**config.mk**
```make
export PLATFORM = sky130hd
export DESIGN_NAME = mux_bist_controller
export DESIGN_NICKNAME = d
export VERILOG_FILES = /design/src/rtl/mux_bist_controller.sv
export SDC_FILE = /design/constraint.sdc
export NUM_CORES = 1
export LEC_CHECK = 0
export ABC_AREA = 0
export CAP_MARGIN = 20
export CORE_MARGIN = 2
export CORE_UTILIZATION = 35
export DETAILED_ROUTE_END_ITERATION = 16
export GPL_TIMING_DRIVEN = 0
export PLACE_DENSITY = 0.62
export SLEW_MARGIN = 10
export SYNTH_ARGS = -nofsm -noshare
export SYNTH_HDL_FRONTEND = slang
export SYNTH_SLANG_ARGS = --single-unit
```
**constraint.sdc**
```tcl
create_clock -name clk -period 4.7 [get_ports clk]
set_input_delay 0.705 -clock clk [delete_from_list [all_inputs] [get_ports clk]]
set_output_delay 0.705 -clock clk [all_outputs]
set_load 0.01 [all_outputs]
```
**src/rtl/mux_bist_controller.sv**
```systemverilog
// mux_bist_controller: built-in self-test sequencer for the 32-bit 2:1
// fault-tolerant mux. It drives LFSR-derived a/b/select vectors and
// compares each mux output against the expected value. It counts data
// mismatches and raised error flags, then reports pass/fail.
// Optional feature macro: MUX_BIST_SIGNATURE_EN adds a MISR over dut_c,
// exposed on the signature output.
module mux_bist_controller #(
    parameter int unsigned NUM_VECTORS = 256,
    parameter logic [31:0] SEED        = 32'h1ACE_B00C,
    parameter logic [31:0] B_MASK      = 32'hA5A5_A5A5
) (
    input  logic        clk,
    input  logic        rst_n,
    input  logic        start,
    input  logic        abort,
    output logic [31:0] bist_a,
    output logic [31:0] bist_b,
    output logic        bist_s,
    input  logic [31:0] dut_c,
    input  logic        dut_err,
    output logic        busy,
    output logic        done,
    output logic        pass,
    output logic [15:0] mismatch_cnt,
    output logic [15:0] flag_cnt,
    output logic [19:0] first_fail_idx
`ifdef MUX_BIST_SIGNATURE_EN
    ,
    output logic [31:0] signature
`endif
);

    typedef enum logic [1:0] {
        ST_IDLE = 2'd0,
        ST_RUN  = 2'd1,
        ST_DONE = 2'd2
    } state_t;

    localparam logic [19:0] LAST_IDX = 20'(NUM_VECTORS - 1);
    localparam logic [19:0] NO_FAIL  = 20'hF_FFFF;

    // Galois LFSR: shift right, fold in the taps when a 1 falls out
    function automatic logic [31:0] lfsr_step(input logic [31:0] l);
        logic [31:0] n;
        n = {1'b0, l[31:1]};
        if (l[0]) begin
            n = n ^ 32'h8020_0003;
        end else begin
            n = n;
        end
        return n;
    endfunction

    // Operand b is the halfword-swapped LFSR value scrambled by the mask
    function automatic logic [31:0] derive_b(input logic [31:0] l);
        return {l[15:0], l[31:16]} ^ B_MASK;
    endfunction

    // Saturating increment for the 16-bit event counters
    function automatic logic [15:0] sat_inc(input logic [15:0] v, input logic en);
        logic [15:0] r;
        if (en && (v != 16'hFFFF)) begin
            r = v + 16'd1;
        end else begin
            r = v;
        end
        return r;
    endfunction

    state_t      state_q, state_d;
    logic [31:0] lfsr_q, lfsr_d;
    logic [19:0] vec_idx_q, vec_idx_d;
    logic [31:0] bist_a_q, bist_a_d;
    logic [31:0] bist_b_q, bist_b_d;
    logic        bist_s_q, bist_s_d;
    logic        busy_q, busy_d;
    logic        done_q, done_d;
    logic        pass_q, pass_d;
    logic [15:0] mismatch_cnt_q, mismatch_cnt_d;
    logic [15:0] flag_cnt_q, flag_cnt_d;
    logic [19:0] first_fail_idx_q, first_fail_idx_d;
`ifdef MUX_BIST_SIGNATURE_EN
    logic [31:0] sig_q, sig_d;
`endif

    logic [31:0] expected_s;
    logic        mismatch_s;
    logic [31:0] lfsr_next_s;

    // Next-state and next-output computation for the sequencer
    always_comb begin
        state_d          = state_q;
        lfsr_d           = lfsr_q;
        vec_idx_d        = vec_idx_q;
        bist_a_d         = bist_a_q;
        bist_b_d         = bist_b_q;
        bist_s_d         = bist_s_q;
        busy_d           = busy_q;
        done_d           = done_q;
        pass_d           = pass_q;
        mismatch_cnt_d   = mismatch_cnt_q;
        flag_cnt_d       = flag_cnt_q;
        first_fail_idx_d = first_fail_idx_q;
`ifdef MUX_BIST_SIGNATURE_EN
        sig_d            = sig_q;
`endif
        expected_s  = bist_s_q ? bist_b_q : bist_a_q;
        mismatch_s  = (dut_c != expected_s);
        lfsr_next_s = lfsr_step(lfsr_q);

        case (state_q)
            ST_IDLE, ST_DONE: begin
                if (abort) begin
                    // abort beats start and always lands in IDLE
                    state_d = ST_IDLE;
                    done_d  = 1'b0;
                    pass_d  = 1'b0;
                end else if (start) begin
                    state_d          = ST_RUN;
                    busy_d           = 1'b1;
                    done_d           = 1'b0;
                    pass_d           = 1'b0;
                    mismatch_cnt_d   = 16'd0;
                    flag_cnt_d       = 16'd0;
                    first_fail_idx_d = NO_FAIL;
                    lfsr_d           = SEED;
                    vec_idx_d        = 20'd0;
                    bist_a_d         = SEED;
                    bist_b_d         = derive_b(SEED);
                    bist_s_d         = 1'b0;
`ifdef MUX_BIST_SIGNATURE_EN
                    sig_d            = 32'd0;
`endif
                end else begin
                    state_d = state_q;
                end
            end
            ST_RUN: begin
                if (abort) begin
                    // the vector on the aborting edge is dropped, counts freeze
                    state_d  = ST_IDLE;
                    busy_d   = 1'b0;
                    bist_a_d = 32'd0;
                    bist_b_d = 32'd0;
                    bist_s_d = 1'b0;
                end else begin
                    mismatch_cnt_d = sat_inc(mismatch_cnt_q, mismatch_s);
                    flag_cnt_d     = sat_inc(flag_cnt_q, dut_err);
                    if ((mismatch_s || dut_err) && (first_fail_idx_q == NO_FAIL)) begin
                        first_fail_idx_d = vec_idx_q;
                    end else begin
                        first_fail_idx_d = first_fail_idx_q;
                    end
`ifdef MUX_BIST_SIGNATURE_EN
                    sig_d = {sig_q[30:0], 1'b0}
                          ^ (sig_q[31] ? 32'h04C1_1DB7 : 32'd0)
                          ^ dut_c;
`endif
                    lfsr_d    = lfsr_next_s;
                    vec_idx_d = vec_idx_q + 20'd1;
                    if (vec_idx_q == LAST_IDX) begin
                        state_d  = ST_DONE;
                        busy_d   = 1'b0;
                        done_d   = 1'b1;
                        // a raised flag with clean data is a latent fault: still fail
                        pass_d   = (mismatch_cnt_d == 16'd0) && (flag_cnt_d == 16'd0);
                        bist_a_d = 32'd0;
                        bist_b_d = 32'd0;
                        bist_s_d = 1'b0;
                    end else begin
                        bist_a_d = lfsr_next_s;
                        bist_b_d = derive_b(lfsr_next_s);
                        bist_s_d = vec_idx_d[0];
                    end
                end
            end
            default: begin
                state_d  = ST_IDLE;
                busy_d   = 1'b0;
                done_d   = 1'b0;
                pass_d   = 1'b0;
                bist_a_d = 32'd0;
                bist_b_d = 32'd0;
                bist_s_d = 1'b0;
            end
        endcase
    end

    // State and registered outputs, synchronous active-low reset
    always_ff @(posedge clk) begin
        if (!rst_n) begin
            state_q          <= ST_IDLE;
            lfsr_q           <= SEED;
            vec_idx_q        <= 20'd0;
            bist_a_q         <= 32'd0;
            bist_b_q         <= 32'd0;
            bist_s_q         <= 1'b0;
            busy_q           <= 1'b0;
            done_q           <= 1'b0;
            pass_q           <= 1'b0;
            mismatch_cnt_q   <= 16'd0;
            flag_cnt_q       <= 16'd0;
            first_fail_idx_q <= NO_FAIL;
`ifdef MUX_BIST_SIGNATURE_EN
            sig_q            <= 32'd0;
`endif
        end else begin
            state_q          <= state_d;
            lfsr_q           <= lfsr_d;
            vec_idx_q        <= vec_idx_d;
            bist_a_q         <= bist_a_d;
            bist_b_q         <= bist_b_d;
            bist_s_q         <= bist_s_d;
            busy_q           <= busy_d;
            done_q           <= done_d;
            pass_q           <= pass_d;
            mismatch_cnt_q   <= mismatch_cnt_d;
            flag_cnt_q       <= flag_cnt_d;
            first_fail_idx_q <= first_fail_idx_d;
`ifdef MUX_BIST_SIGNATURE_EN
            sig_q            <= sig_d;
`endif
        end
    end

    assign bist_a         = bist_a_q;
    assign bist_b         = bist_b_q;
    assign bist_s         = bist_s_q;
    assign busy           = busy_q;
    assign done           = done_q;
    assign pass           = pass_q;
    assign mismatch_cnt   = mismatch_cnt_q;
    assign flag_cnt       = flag_cnt_q;
    assign first_fail_idx = first_fail_idx_q;
`ifdef MUX_BIST_SIGNATURE_EN
    assign signature      = sig_q;
`endif

endmodule

```
Word level (Yosys, flattened, before mapping)
Index checks and enable logic that the tools add are counted.
Operators by class
  add/subtract/negate cells: 3
  multiply operators: 0
  divide/modulo/power cells: 0
  magnitude comparators: 0
  eq/ne operators: 14
  shift-type cells: 0
  mux-type cells: 57
  bitwise logic cells: 2
  reduce and logical (&&, ||, !) cells: 16
Operator list (number)
  two-way mux 32 bit: 11
  one-hot mux 32 bit (2 select lines): 3
  two-way mux 16 bit: 10
  two-way mux 20 bit: 7
  one-hot mux 20 bit (2 select lines): 2
  one-hot mux 16 bit (2 select lines): 2
  adder 16 x 1 -> 16 bit, second input constant: 2
  logical NOT 16 bit: 2
  inequality test 16 bit, second input constant: 2
  inequality test 32 bit: 1
  adder 20 x 1 -> 20 bit, second input constant: 1
  == test 20 bit, second input constant: 1
  == test 20 x 8 -> 1 bit, second input constant: 1
  inverter 16 bit: 1
  two-way mux 1 bit: 13
  inequality test 2 bit, second input constant: 5
  two-way mux 2 bit: 4
  one-hot mux 1 bit (2 select lines): 4
  inequality test 3 bit, second input constant: 2
  AND reduction 3 bit: 2
  AND reduction 5 bit: 1
  logical AND 1 bit: 4
  inverter 3 -> 4 bit: 1
  one-hot mux 2 bit (2 select lines): 1
  8 further kinds: 9
Word-level totals
  register bits: 174
  latch bits: 0
  memory bits (writable): 0
  ROM bits: 0
  bits of input ports: 37
  output and inout bits: 120
  word-level logic and storage cells: 104
  memories: 0

Longest topological paths before layout
  depth after elaboration: 11
  gate-level depth with buffers: 12
  gate-level depth less buffers: 10

Least setup slack after synthesis
Ideal clock, no wire load.
  path kind: flip-flop to flip-flop
  start point: register flag_cnt_q[3], in the netlist flag_cnt[3]
  end point: register pass_q, in the netlist pass
  library setup time: 0.084 ns
  arrival time: 2.967 ns
  data required time: 4.616 ns
  path slack: 1.649 ns
  stages on the path, launching flop included: 11
  path buffers: 1
  clock period less this slack: 3.051 ns
  cell sequence: dfxtp_1 buf_2 and4_1 nand4_1 a2111oi_0 and3_1 xor2_1 or4_1 a2111oi_2 nand4b_1 o31ai_2
On the way
  cells in the longest elaborated chain, start to end: 10
  elaborated cells between the ends (all ways): 11
  classes of those cells: add/sub (1); eq/ne (1); mux (6); reduce/logical (3)
RTL lines
  from (decl): RTL line 80  | logic [15:0] flag_cnt_q, flag_cnt_d;
  from (signal assigned): RTL line 218  | flag_cnt_q <= flag_cnt_d;
  branches (longest 2 deep; another with adder 16 x 1 -> 16 bit)
  two-way mux 16 bit *: RTL line 62  | if (en && (v != 16'hFFFF)) begin
  two-way mux 16 bit *: RTL line 139  | if (abort) begin
  two-way mux 16 bit *: RTL line 111  | case (state_q)
  logical NOT 16 bit *: RTL line 166  | pass_d = (mismatch_cnt_d == 16'd0) && (flag_cnt_d == 16'd0);
  logical AND 1 bit *: RTL line 166
  two-way mux 1 bit *: RTL line 161  | if (vec_idx_q == LAST_IDX) begin
  two-way mux 1 bit *: RTL line 139
  one-hot mux 1 bit (2 select lines) *: RTL line 111
  to (signal assigned): RTL line 216  | pass_q <= pass_d;
  to (decl): RTL line 78  | logic pass_q, pass_d;
Mark *: on every way between the ends. The select of a mux whose other input is x is not followed.
A chain may end at the register's enable or synchronous reset.

Worst setup path after layout
  start point: register bist_s_q, in the netlist bist_s
  end point: register pass_q, in the netlist pass
On the way
  cells in the longest elaborated chain, start to end: 11
RTL lines
  from (decl): RTL line 75  | logic bist_s_q, bist_s_d;
  from (signal assigned): RTL line 213  | bist_s_q <= bist_s_d;
  two-way mux 32 bit: RTL line 107  | expected_s = bist_s_q ? bist_b_q : bist_a_q;
  inequality test 32 bit: RTL line 108  | mismatch_s = (dut_c != expected_s);
  logical AND 1 bit: RTL line 62
  two-way mux 16 bit: RTL line 62
  two-way mux 16 bit: RTL line 139
  two-way mux 16 bit: RTL line 111
  logical NOT 16 bit: RTL line 166
  logical AND 1 bit: RTL line 166
  two-way mux 1 bit: RTL line 161
  two-way mux 1 bit: RTL line 139
  one-hot mux 1 bit (2 select lines): RTL line 111
Every way passes these cells. The select of a mux whose other input is x is not followed.

==> results.env <==
RUN_STATUS='finished, final reports clean'
REQUIRED_PS=5070
GRT_USE_TOTAL_PCT=22.5
ANTENNA_LEFT=0
FIN_WORST_SKEW_PS=16.9
NETSWITCHINGFRACTION_PCT=28.9
WORST_PIN_SLEW_PS=911
DRT-TOTAL-WL_MM=27.8
CRITPATHCAPTURETYPE='flip-flop'
CLOCK-ROOT-BUFFER='clkbuf_16'
CTS_RESIZED=0
DIE_H_UM=157
MAPPEDNETLISTAREA_UM2=8220
SYNTH_ASYNC_SR_FLOP_SHARE_PCT=0
SYNTHESIS.INSTANCES=1007
DP_SLACK_PS=701
YS_FF_LATCH=158
SYNTH_AREA_LEADERS='dfxtp_1 (38%), nor2_1 (7.4%), a22oi_1 (4.7%)'
ANTENNA_FOUND_INITIAL=0
DRT_ITER0_MARKERS=633
POWER_FRAC_COMB_PCT=12.6
ANTENNA_CELLS_INSERTED=0
FINAL-INSTANCE-COUNT-EXCL-FILL=1515
SYNTH_TOP_FLOP_CELL='dfxtp_1'
FIN_NETS=1223
HOLDCRITPATHCLASS='flip-flop to flip-flop'
ARR_TIME_CRIT_PATH_PS=4140
MET3_USAGE_PCT=4.71
MAPPEDNETLISTNETS=1047
FIN_CRIT_PS=3780
START_KIND='flip-flop'
SWITCHINGPOWER_mW=0.945
CORE.ROWCOUNT=56
DETAIL_ROUTE.FIRST_PASS.ITERATIONS=5
FP.COREAREA_UM2=23300
CTS_SETUP_BUFFERS=0
GRT_SETUP_UNREPAIRED='no'
HIGHEST_UTILIZATION_ROUTING_LAYER_AT_THE_GLOBAL_ROUTE_STAGE='met2'
YOSYSWARNINGS=0
DRIVE_ABOVE_1_SHARE_PCT=6.44
CLOCK_SINK_COUNT=158
DRV.MAX_CAP_VIOLATION_COUNT=0
POWER.STATIC_LEAKAGE_nW=3.77
AREA_GROWTH_PCT=31.4
POST_DRT_WL_PER_CELL_UM=18.3
TIMING.HOLD.WS_PS=471
CTS_MAX_PATH_BUFFERS=2
PIN_COUNT=157
GRT_FIRST_PASS_WIRELENGTH_MM=43.2
FLOORPLAN.INITIALDENSITY_PCT=35.3
GRT_UTIL_MET2_PCT=35.9
NUMCTSBUFFERS=17
FIN_MAX_SLEW_VIOS=0
FINAL_CELL_AREA_UM2=10800
MAXSLEWHEADROOM_PCT=38.7
DPL_CELL_AREA_UM2=10200
CLKTRANSATPATHREGS_PS=80
POST-ROUTE-PERIOD-UTIL_PCT=80.3
SYNTH_ENABLE_FLOP_CELLS=0
TIMING_WORST_SETUP_PATH_TYPE='flip-flop to flip-flop'
VDD_IR_DROP_MAX_mV=0.202
POST-SYNTH-TOP-AREA-CELL='dfxtp_1'
YOSYS.AREA.TOP_TYPE_SHARE_PCT=38.5
SYNTHESIS.AREA_PER_INSTANCE_UM2=8.17
SETUP_VIOL_COUNT_FINAL=0
VIA_PER_INST=5.43
SETUP_SLACK_PS=924
DP_HPWL_MM=20.3
CTSHOLDBUFFERS=0
DIEAREA_UM2=24700
CLOCK_TREE.HTREE_LEVEL_COUNT=4
FIRST_GLOBAL_VIAS=7703
FIN_SETUP_TNS_PS=0
DIE-WIDTH_UM=157
REMAINING_DRC_ERRORS=0
CLOCK_LATENCY_PS=450
FMAXACHIEVABLE_MHz=265
GRT_UTIL_MET1_PCT=30.6
NUMPLACEDINSTANCES=1482
POWER.DENSITY_nW_PER_UM2=303
YOSYS.CELL_TYPES.COUNT=63
POWER_FRAC_SEQ_PCT=43.3
TIMING.CRITICAL_PATH.FANOUT_MAX=10
SYNTH_SEQ_AREA_SHARE_PCT=38.5
CELL_INTERNAL_PWR_mW=2.33
ROUTABILITY_CONGESTION=0.913
PORT_BUFFERS=156
NUM_VIAS=8231
GLOBALROUTE.TOTALOVERFLOW=0
TIMING.FINAL.HOLD_VIOLATIONS=0
CTS_TREE='yes'
POWER.SHARE.CLOCK_PCT=44.1
GRT_START_MAX_NET_PINS=19
-- metal layers --
layer / up-vias / routed length (um)
met4: 0 / 463
met3: 34 / 2010
li1: 4004 / -
met5: - / 0
met2: 309 / 12800
met1: 3884 / 12600
-- critical path, stage by stage, from the launching register on --
cell	delay, ps
dfxtp_1	360
buf_6	150
buf_6	180
mux2i_1	230
xnor2_1	90
nor4_1	790
nand4_1	300
nor3_4	480
mux2_2	420
a2111oi_2	350
nand4b_1	160
o31ai_2	170
-- registers in the layout, summed over array words and instances (netlist names) --
signal	count
mismatch_cnt	16
busy	1
state_q	2
lfsr_q	32
bist_b	16
bist_s	1
done	1
first_fail_idx	20
vec_idx_q	20
flag_cnt	16
pass	1
bist_a	32
-- kinds of logic (layout without fill, tap and decap cells) --
family / count (synthesis) / in the layout / synth area share (%)
fa+ha+maj: 3 / 3 / 0.457
xor+xnor: 50 / 50 / 5.33
compound gates: 225 / 225 / 17.2
flops: 158 / 158 / 38.5
buf+inv: 96 / 285 / 5.66
mux: 37 / 37 / 4.52
simple gates: 438 / 438 / 28.4
-- placed cells by master, fill, tap and decap left out, types with 10 or more instances in the layout --
master | netlist | routed
nor3_1 | 22 | 22
a21oi_1 | 64 | 64
o21ai_1 | 20 | 20
xor2_1 | 20 | 20
nand2b_1 | 18 | 18
nor4bb_1 | 23 | 23
and3_1 | 13 | 13
buf_4 | 16 | 16
nor3b_1 | 22 | 22
nor4_1 | 18 | 18
o21ai_0 | 40 | 40
a22oi_1 | 52 | 52
buf_2 | 11 | 11
mux2i_1 | 36 | 36
nand3_1 | 28 | 28
or4_1 | 10 | 10
clkbuf_16 | 0 | 17
dfxtp_1 | 158 | 158
inv_1 | 10 | 10
clkbuf_1 | 52 | 53
nor2_1 | 162 | 162
clkdlybuf4s50_1 | 0 | 156
xnor2_1 | 30 | 30
nand4_1 | 32 | 32
nand2_1 | 58 | 58
-- Yosys cell counts, types with 20 or more instances --
master    count
o21ai_0      40
xnor2_1      30
clkbuf_1     52
a21oi_1      64
nand3_1      28
nor2_1      162
mux2i_1      36
nand4_1      32
xor2_1       20
dfxtp_1     158
a22oi_1      52
nand2_1      58
nor3_1       22
nor3b_1      22
o21ai_1      20
nor4bb_1     23
-- worst paths after layout --
kind	startpoint	end	slack, ps	depth (start not counted)
worst max-delay path	bist_s	pass	920	11
worst min-delay path	lfsr_q[18]	lfsr_q[18]	470	2
worst max register to register	bist_s	pass	920	11
worst min register to register	lfsr_q[18]	lfsr_q[18]	470	2
-- power by group through the flow --
stage | clock network (mW) | logic [mW] | registers, mW
2_1_floorplan | 0 | 0.209 | 1.45
3_3_place_gp | 0 | 0.408 | 1.45
3_5_place_dp | 0 | 0.411 | 1.45
4_1_cts | 1.46 | 0.413 | 1.42
5_1_grt | 1.51 | 0.446 | 1.42
6_report | 1.45 | 0.412 | 1.42
-- through the flow --
stage	power [mW]	util, %
floorplan	1.66	-
global placement	1.86	43.8
detailed placement	1.86	43.8
CTS	3.29	46.4
global route	3.38	46.4
finish	3.28	46.4
-- final cells by class --
cell class	count	area [um^2]
clock buffers	17	425
inverters	10	37.5
repair buffers	157	1570
clock inverters	15	190
fillers	2381	12500
plain buffers	86	428
multi-input cells	753	4590
flip-flops and latches	158	3160
well taps	319	399
No activity file was read; power rests on OpenSTA's default activity.
